**src/rtl/rx_pingpong_packer.sv**
```systemverilog
// Multi-channel I/Q packer: serialises one sample set per strobe into a
// two-page ping-pong sample RAM, with page hand-off, hold and overrun counting.
module rx_pingpong_packer #(
  parameter int CH      = 2,
  parameter int IQ_W    = 24,
  parameter int DEPTH   = 256,
  parameter int PAGE_AW = 8
) (
  input  logic                 clock,
  input  logic                 reset,
  input  logic                 enable,
  input  logic                 in_valid,
  input  logic [CH*IQ_W-1:0]   in_i,
  input  logic [CH*IQ_W-1:0]   in_q,
  input  logic                 rd_done,
  input  logic                 rd_page,
  output logic [2*IQ_W-1:0]    ram_wr_data,
  output logic [PAGE_AW:0]     ram_wr_addr,
  output logic                 ram_wen,
  output logic                 page_ready,
  output logic                 page_block,
  output logic [1:0]           pending,
  output logic [7:0]           overrun_cnt,
  output logic                 busy
);

  typedef enum logic [1:0] {IDLE, BURST, HOLD} state_t;

  localparam int CW = $clog2(CH + 1);
  localparam logic [CW-1:0]      CH_L     = CW'(CH);
  localparam logic [PAGE_AW-1:0] LAST_IDX = PAGE_AW'(DEPTH - 1);

  state_t                state_q, state_d;
  logic                  wpage_q, wpage_d;
  logic [PAGE_AW-1:0]    widx_q, widx_d;
  logic [CW-1:0]         ch_q, ch_d;
  logic [CH*IQ_W-1:0]    i_lat_q, i_lat_d;
  logic [CH*IQ_W-1:0]    q_lat_q, q_lat_d;
  logic [2*IQ_W-1:0]     ram_wr_data_q, ram_wr_data_d;
  logic [PAGE_AW:0]      ram_wr_addr_q, ram_wr_addr_d;
  logic                  ram_wen_q, ram_wen_d;
  logic                  page_ready_q, page_ready_d;
  logic                  page_block_q, page_block_d;
  logic [1:0]            pending_q, pending_d;
  logic [7:0]            overrun_q, overrun_d;
  logic                  busy_q, busy_d;
  logic                  en_prev_q, en_prev_d;

  logic [CH*IQ_W-1:0]    src_i, src_q;
  logic [CW-1:0]         sel_ch;
  logic [2*IQ_W-1:0]     word;
  logic                  drop;
  logic                  nxt_page;

  always_comb begin
    state_d       = state_q;
    wpage_d       = wpage_q;
    widx_d        = widx_q;
    ch_d          = ch_q;
    i_lat_d       = i_lat_q;
    q_lat_d       = q_lat_q;
    ram_wr_data_d = ram_wr_data_q;
    ram_wr_addr_d = ram_wr_addr_q;
    ram_wen_d     = 1'b0;
    page_ready_d  = 1'b0;
    page_block_d  = page_block_q;
    busy_d        = busy_q;
    overrun_d     = overrun_q;
    en_prev_d     = enable;
    drop          = 1'b0;
    nxt_page      = ~wpage_q;

    // Channel 0 is written straight from the inputs on the accept cycle;
    // later channels come from the latched copy.
    src_i  = (state_q == IDLE) ? in_i : i_lat_q;
    src_q  = (state_q == IDLE) ? in_q : q_lat_q;
    sel_ch = (state_q == IDLE) ? '0 : ch_q;
    word   = '0;
    for (int unsigned k = 0; k < CH; k++) begin
      if (sel_ch == CW'(k)) begin
        word = {src_i[k*IQ_W +: IQ_W], src_q[k*IQ_W +: IQ_W]};
      end
    end

    pending_d = pending_q;
    if (rd_done) begin
      pending_d[rd_page] = 1'b0;
    end

    if (!enable) begin
      state_d   = IDLE;
      wpage_d   = 1'b0;
      widx_d    = '0;
      ch_d      = '0;
      pending_d = '0;
      busy_d    = 1'b0;
    end else begin
      case (state_q)
        IDLE: begin
          if (in_valid) begin
            i_lat_d       = in_i;
            q_lat_d       = in_q;
            ram_wen_d     = 1'b1;
            ram_wr_data_d = word;
            ram_wr_addr_d = {wpage_q, widx_q};
            widx_d        = (widx_q == LAST_IDX) ? '0 : widx_q + PAGE_AW'(1);
            ch_d          = CW'(1);
            busy_d        = 1'b1;
            state_d       = BURST;
          end
        end
        BURST: begin
          drop = in_valid;
          if (ch_q < CH_L) begin
            ram_wen_d     = 1'b1;
            ram_wr_data_d = word;
            ram_wr_addr_d = {wpage_q, widx_q};
            widx_d        = (widx_q == LAST_IDX) ? '0 : widx_q + PAGE_AW'(1);
            ch_d          = ch_q + CW'(1);
          end else begin
            ch_d   = '0;
            busy_d = 1'b0;
            // widx back at 0 after the last write means this page is full
            if (widx_q == '0) begin
              pending_d[wpage_q] = 1'b1;
              page_block_d       = wpage_q;
              page_ready_d       = 1'b1;
              wpage_d            = nxt_page;
              state_d            = pending_d[nxt_page] ? HOLD : IDLE;
            end else begin
              state_d = IDLE;
            end
          end
        end
        HOLD: begin
          drop = in_valid;
          if (!pending_q[wpage_q]) begin
            state_d = IDLE;
          end
        end
        default: state_d = IDLE;
      endcase
    end

    if (enable && !en_prev_q) begin
      overrun_d = '0;
    end else if (drop && (overrun_q != 8'hFF)) begin
      overrun_d = overrun_q + 8'd1;
    end
  end

  always_ff @(posedge clock) begin
    if (reset) begin
      state_q       <= IDLE;
      wpage_q       <= 1'b0;
      widx_q        <= '0;
      ch_q          <= '0;
      i_lat_q       <= '0;
      q_lat_q       <= '0;
      ram_wr_data_q <= '0;
      ram_wr_addr_q <= '0;
      ram_wen_q     <= 1'b0;
      page_ready_q  <= 1'b0;
      page_block_q  <= 1'b0;
      pending_q     <= '0;
      overrun_q     <= '0;
      busy_q        <= 1'b0;
      en_prev_q     <= 1'b0;
    end else begin
      state_q       <= state_d;
      wpage_q       <= wpage_d;
      widx_q        <= widx_d;
      ch_q          <= ch_d;
      i_lat_q       <= i_lat_d;
      q_lat_q       <= q_lat_d;
      ram_wr_data_q <= ram_wr_data_d;
      ram_wr_addr_q <= ram_wr_addr_d;
      ram_wen_q     <= ram_wen_d;
      page_ready_q  <= page_ready_d;
      page_block_q  <= page_block_d;
      pending_q     <= pending_d;
      overrun_q     <= overrun_d;
      busy_q        <= busy_d;
      en_prev_q     <= en_prev_d;
    end
  end

  assign ram_wr_data = ram_wr_data_q;
  assign ram_wr_addr = ram_wr_addr_q;
  assign ram_wen     = ram_wen_q;
  assign page_ready  = page_ready_q;
  assign page_block  = page_block_q;
  assign pending     = pending_q;
  assign overrun_cnt = overrun_q;
  assign busy        = busy_q;

endmodule

```
**config.mk**
```make
export PLATFORM = sky130hd
export DESIGN_NAME = rx_pingpong_packer
export DESIGN_NICKNAME = d
export VERILOG_FILES = /design/src/rtl/rx_pingpong_packer.sv
export SDC_FILE = /design/constraint.sdc
export NUM_CORES = 1
export LEC_CHECK = 0
export BUFFER_PORTS_ARGS = -buffer_cell sky130_fd_sc_hd__buf_4
export CORE_MARGIN = 2
export CORE_UTILIZATION = 56
export CTS_BUF_LIST = sky130_fd_sc_hd__clkbuf_2 sky130_fd_sc_hd__clkbuf_4 sky130_fd_sc_hd__clkbuf_8
export DETAILED_ROUTE_END_ITERATION = 8
export HOLD_SLACK_MARGIN = 0.02
export PLACE_DENSITY = 0.88
export SLEW_MARGIN = 40
export SYNTH_ARGS = -nofsm -noshare
export SYNTH_HDL_FRONTEND = slang
export SYNTH_SLANG_ARGS = --single-unit
```
**constraint.sdc**
```tcl
create_clock -name clock -period 1.9 [get_ports clock]
set_input_delay 0.095 -clock clock [delete_from_list [all_inputs] [get_ports clock]]
set_output_delay 0.095 -clock clock [all_outputs]
set_load 0.02 [all_outputs]
```
==> results.yml <==
outcome:
  status: "finished clean"
sta:
  post-route-min-period_ps: 1850
  slew-limit-headroom_pct: 57.88
  tightest_slew_ps: 631.8
  maxSlewViolCount: 0
  post-route-period-util_pct: 97.37
  clock.fmax_ghz: 0.5405
  skew_ps: 21.64
  rsz0062_at_grt: "true"
  setup_violations: 0
  tns_ps: 0
  timing.final.ws_setup_ps: 49.99
  finalHoldViolCount: 0
logic_synthesis:
  ys_types: 44
  synthFlopType: "dfxtp_1"
  yosysTopAreaCell: "dfxtp_1"
  yosysSeqAreaShare_pct: 46.44
  synthesis.nets: 1000
  ys_async_sr_fraction_pct: 0
  synth_seq_cells: 181
  syn_inst: 892
  synth_area_leaders: "dfxtp_1 46%, nand2_1 11%, a21oi_1 7.4%"
  yosys.area.top_type_share_pct: 46.44
  synth_edf_count: 0
  yosys_warnings: 0
  syn_avg_cell_area_sq_um: 8.747
  syn_area_sq_mm: 0.007802
power_and_ir_drop:
  power.leakage_nw: 4.310
  irDropWorstVdd_mv: 0.5960
  p_total_mw: 8.192
  p_per_area_mw_per_mm2: 759.6
placed_design:
  io_buffers: 172
  hpwl_microns: 13140
  gp_congestion: 0.8245
  place_ws_ps: 121.3
  post_dp_cell_area_sq_mm: 0.009311
worst_setup_path:
  worstPathRequired_ps: 2300
  worstPathArrival_ps: 2250
  criticalPathCategory: "reg2reg"
  crit_path_start_kind: "flip-flop"
  cp-end-kind: "flip-flop"
  worstPathMaxFanout: 8
global_route:
  grt_pass1_vias: 7782
  grtUsageTotal_pct: 32.12
  antenna_found_initial: 1
  grt_max_degree: 127
  grt_first_pass_wirelength_microns: 37800
  grt-ovfl-total: 0
floorplanning:
  die_area_sq_mm: 0.01489
  die_w_microns: 122.0
  start_util_pct: 56.87
  num_io_pins: 173
  rows: 43
  fp.dieH_microns: 122.0
  core-area_sq_mm: 0.01372
layout:
  drive_gt1_share_pct: 31.04
  final_nets: 1242
  final_common_cell: "nand2_1"
  syn2layout_area_growth_pct: 38.23
  fin_area_sq_mm: 0.01079
  final_util_pct: 78.61
  final_cell_mix: "219 x nand2_1, 183 x buf_4, 180 x dfxtp_1"
clock_network:
  htreeDepth: 4
  cts_setup_buffers: 0
  worst_skew_pair.late_latency_ps: 480
  cts_tree: "done"
  cts_made_buffers: 17
  cts_sinks: 181
  clkTransAtPathRegs_ps: 80
  clockBufferDepth: 2
  root_buffer: "clkbuf_8"
routing:
  antenna_left: 0
  route.vias.total: 7721
  drt_wl_total_microns: 24480
  first_pass_iters: 7
  via_per_inst: 5.814
  wl_per_cell_microns: 18.44
  post-route-drc-count: 0
  drtIter0Drc: 976
worst_hold_path:
  min_path_type: "in2reg"
flow_run:
  drv_cap: 0
-- synth_stat cells, types with 6 or more instances --
| master | number |
|---|---|
| nor3_2 | 30 |
| xor2_1 | 9 |
| dfxtp_1 | 181 |
| a221oi_2 | 10 |
| buf_2 | 30 |
| nand3_1 | 9 |
| a21oi_1 | 116 |
| nor2_1 | 51 |
| inv_1 | 8 |
| nor3_1 | 20 |
| mux2_2 | 49 |
| a221oi_1 | 38 |
| buf_6 | 8 |
| ha_1 | 6 |
| nand2_1 | 219 |
| clkbuf_1 | 33 |
| nor2_2 | 20 |
-- power by group --
part | switching [mW] | internal [mW]
clock network | 1.36 | 1.27
registers | 0.117 | 3.97
logic | 0.768 | 0.702
total | 2.24 | 5.95
-- flip-flops by register name, summed over array words and instances (netlist names), 2 cells and up --
signal / cells
i_lat_q: 48
ch_q: 2
ram_wr_data: 48
pending: 2
widx_q: 8
state_q: 2
overrun_cnt: 8
q_lat_q: 48
ram_wr_addr: 9
-- area by class of cell --
cell class                      count  area, sq um
Tap cell                          180        225.2
Antenna cell                        1        2.502
Sequential cell                   181         3625
Clock inverter                      6        67.56
Inverter                            8        30.03
Timing Repair Buffer              299         2681
Fill cell                         843         2934
Clock buffer                       26        332.8
Multi-Input combinational cell    627         3821
-- logic make-up after synthesis --
group / Yosys count / share of synthesized area (%)
AO/OA/AOI/OAI: 181 / 15.36
adder cells (fa/ha/maj): 6 / 0.9621
AND/OR/NAND/NOR: 375 / 22.75
flip-flops: 181 / 46.44
XOR/XNOR: 10 / 1.123
multiplexers: 55 / 7.970
buffers and inverters: 84 / 5.388
-- worst paths after layout --
| kind | endpoint | from | slack [ps] | cells after the start |
|---|---|---|---|---|
| max | widx_q[7] | state_q[1] | 50 | 7 |
| min reg2reg | q_lat_q[0] | q_lat_q[0] | 460 | 2 |
| max reg2reg | widx_q[7] | state_q[1] | 50 | 7 |
| min | page_block | enable | 80 | 4 |
-- per-layer routing --
layer	global-route usage [%]	part of all wire (%)	vias up
li1	-	-	3549
met1	36.87	38	3623
met2	54.50	49	416
met3	6.648	6.8	133
met4	20.19	5.8	0
met5	0	0	-
-- metrics by stage --
step           instances  hold slack (ps)
2_1_floorplan        892            231.0
3_3_place_gp        1193            341.3
3_5_place_dp        1193            354.1
4_1_cts             1326            73.87
5_1_grt             1328            126.8
6_report            1328            81.16
-- critical path, stage by stage, from the launching register on --
cell	delay [ps]
dfxtp_1	340
inv_1	100
ha_1	220
buf_4	180
a21boi_2	230
nand3_1	120
or4_1	430
a21oi_1	170
-- timing repair --
action / 4_1_cts / 5_1_grt
gates resized for setup: 0 / 5
hold endpoints to repair: 157 / 0
hold buffers: 101 / 0
endpoints found under the setup margin: 0 / 14
Power figures use the tool's default switching activity.
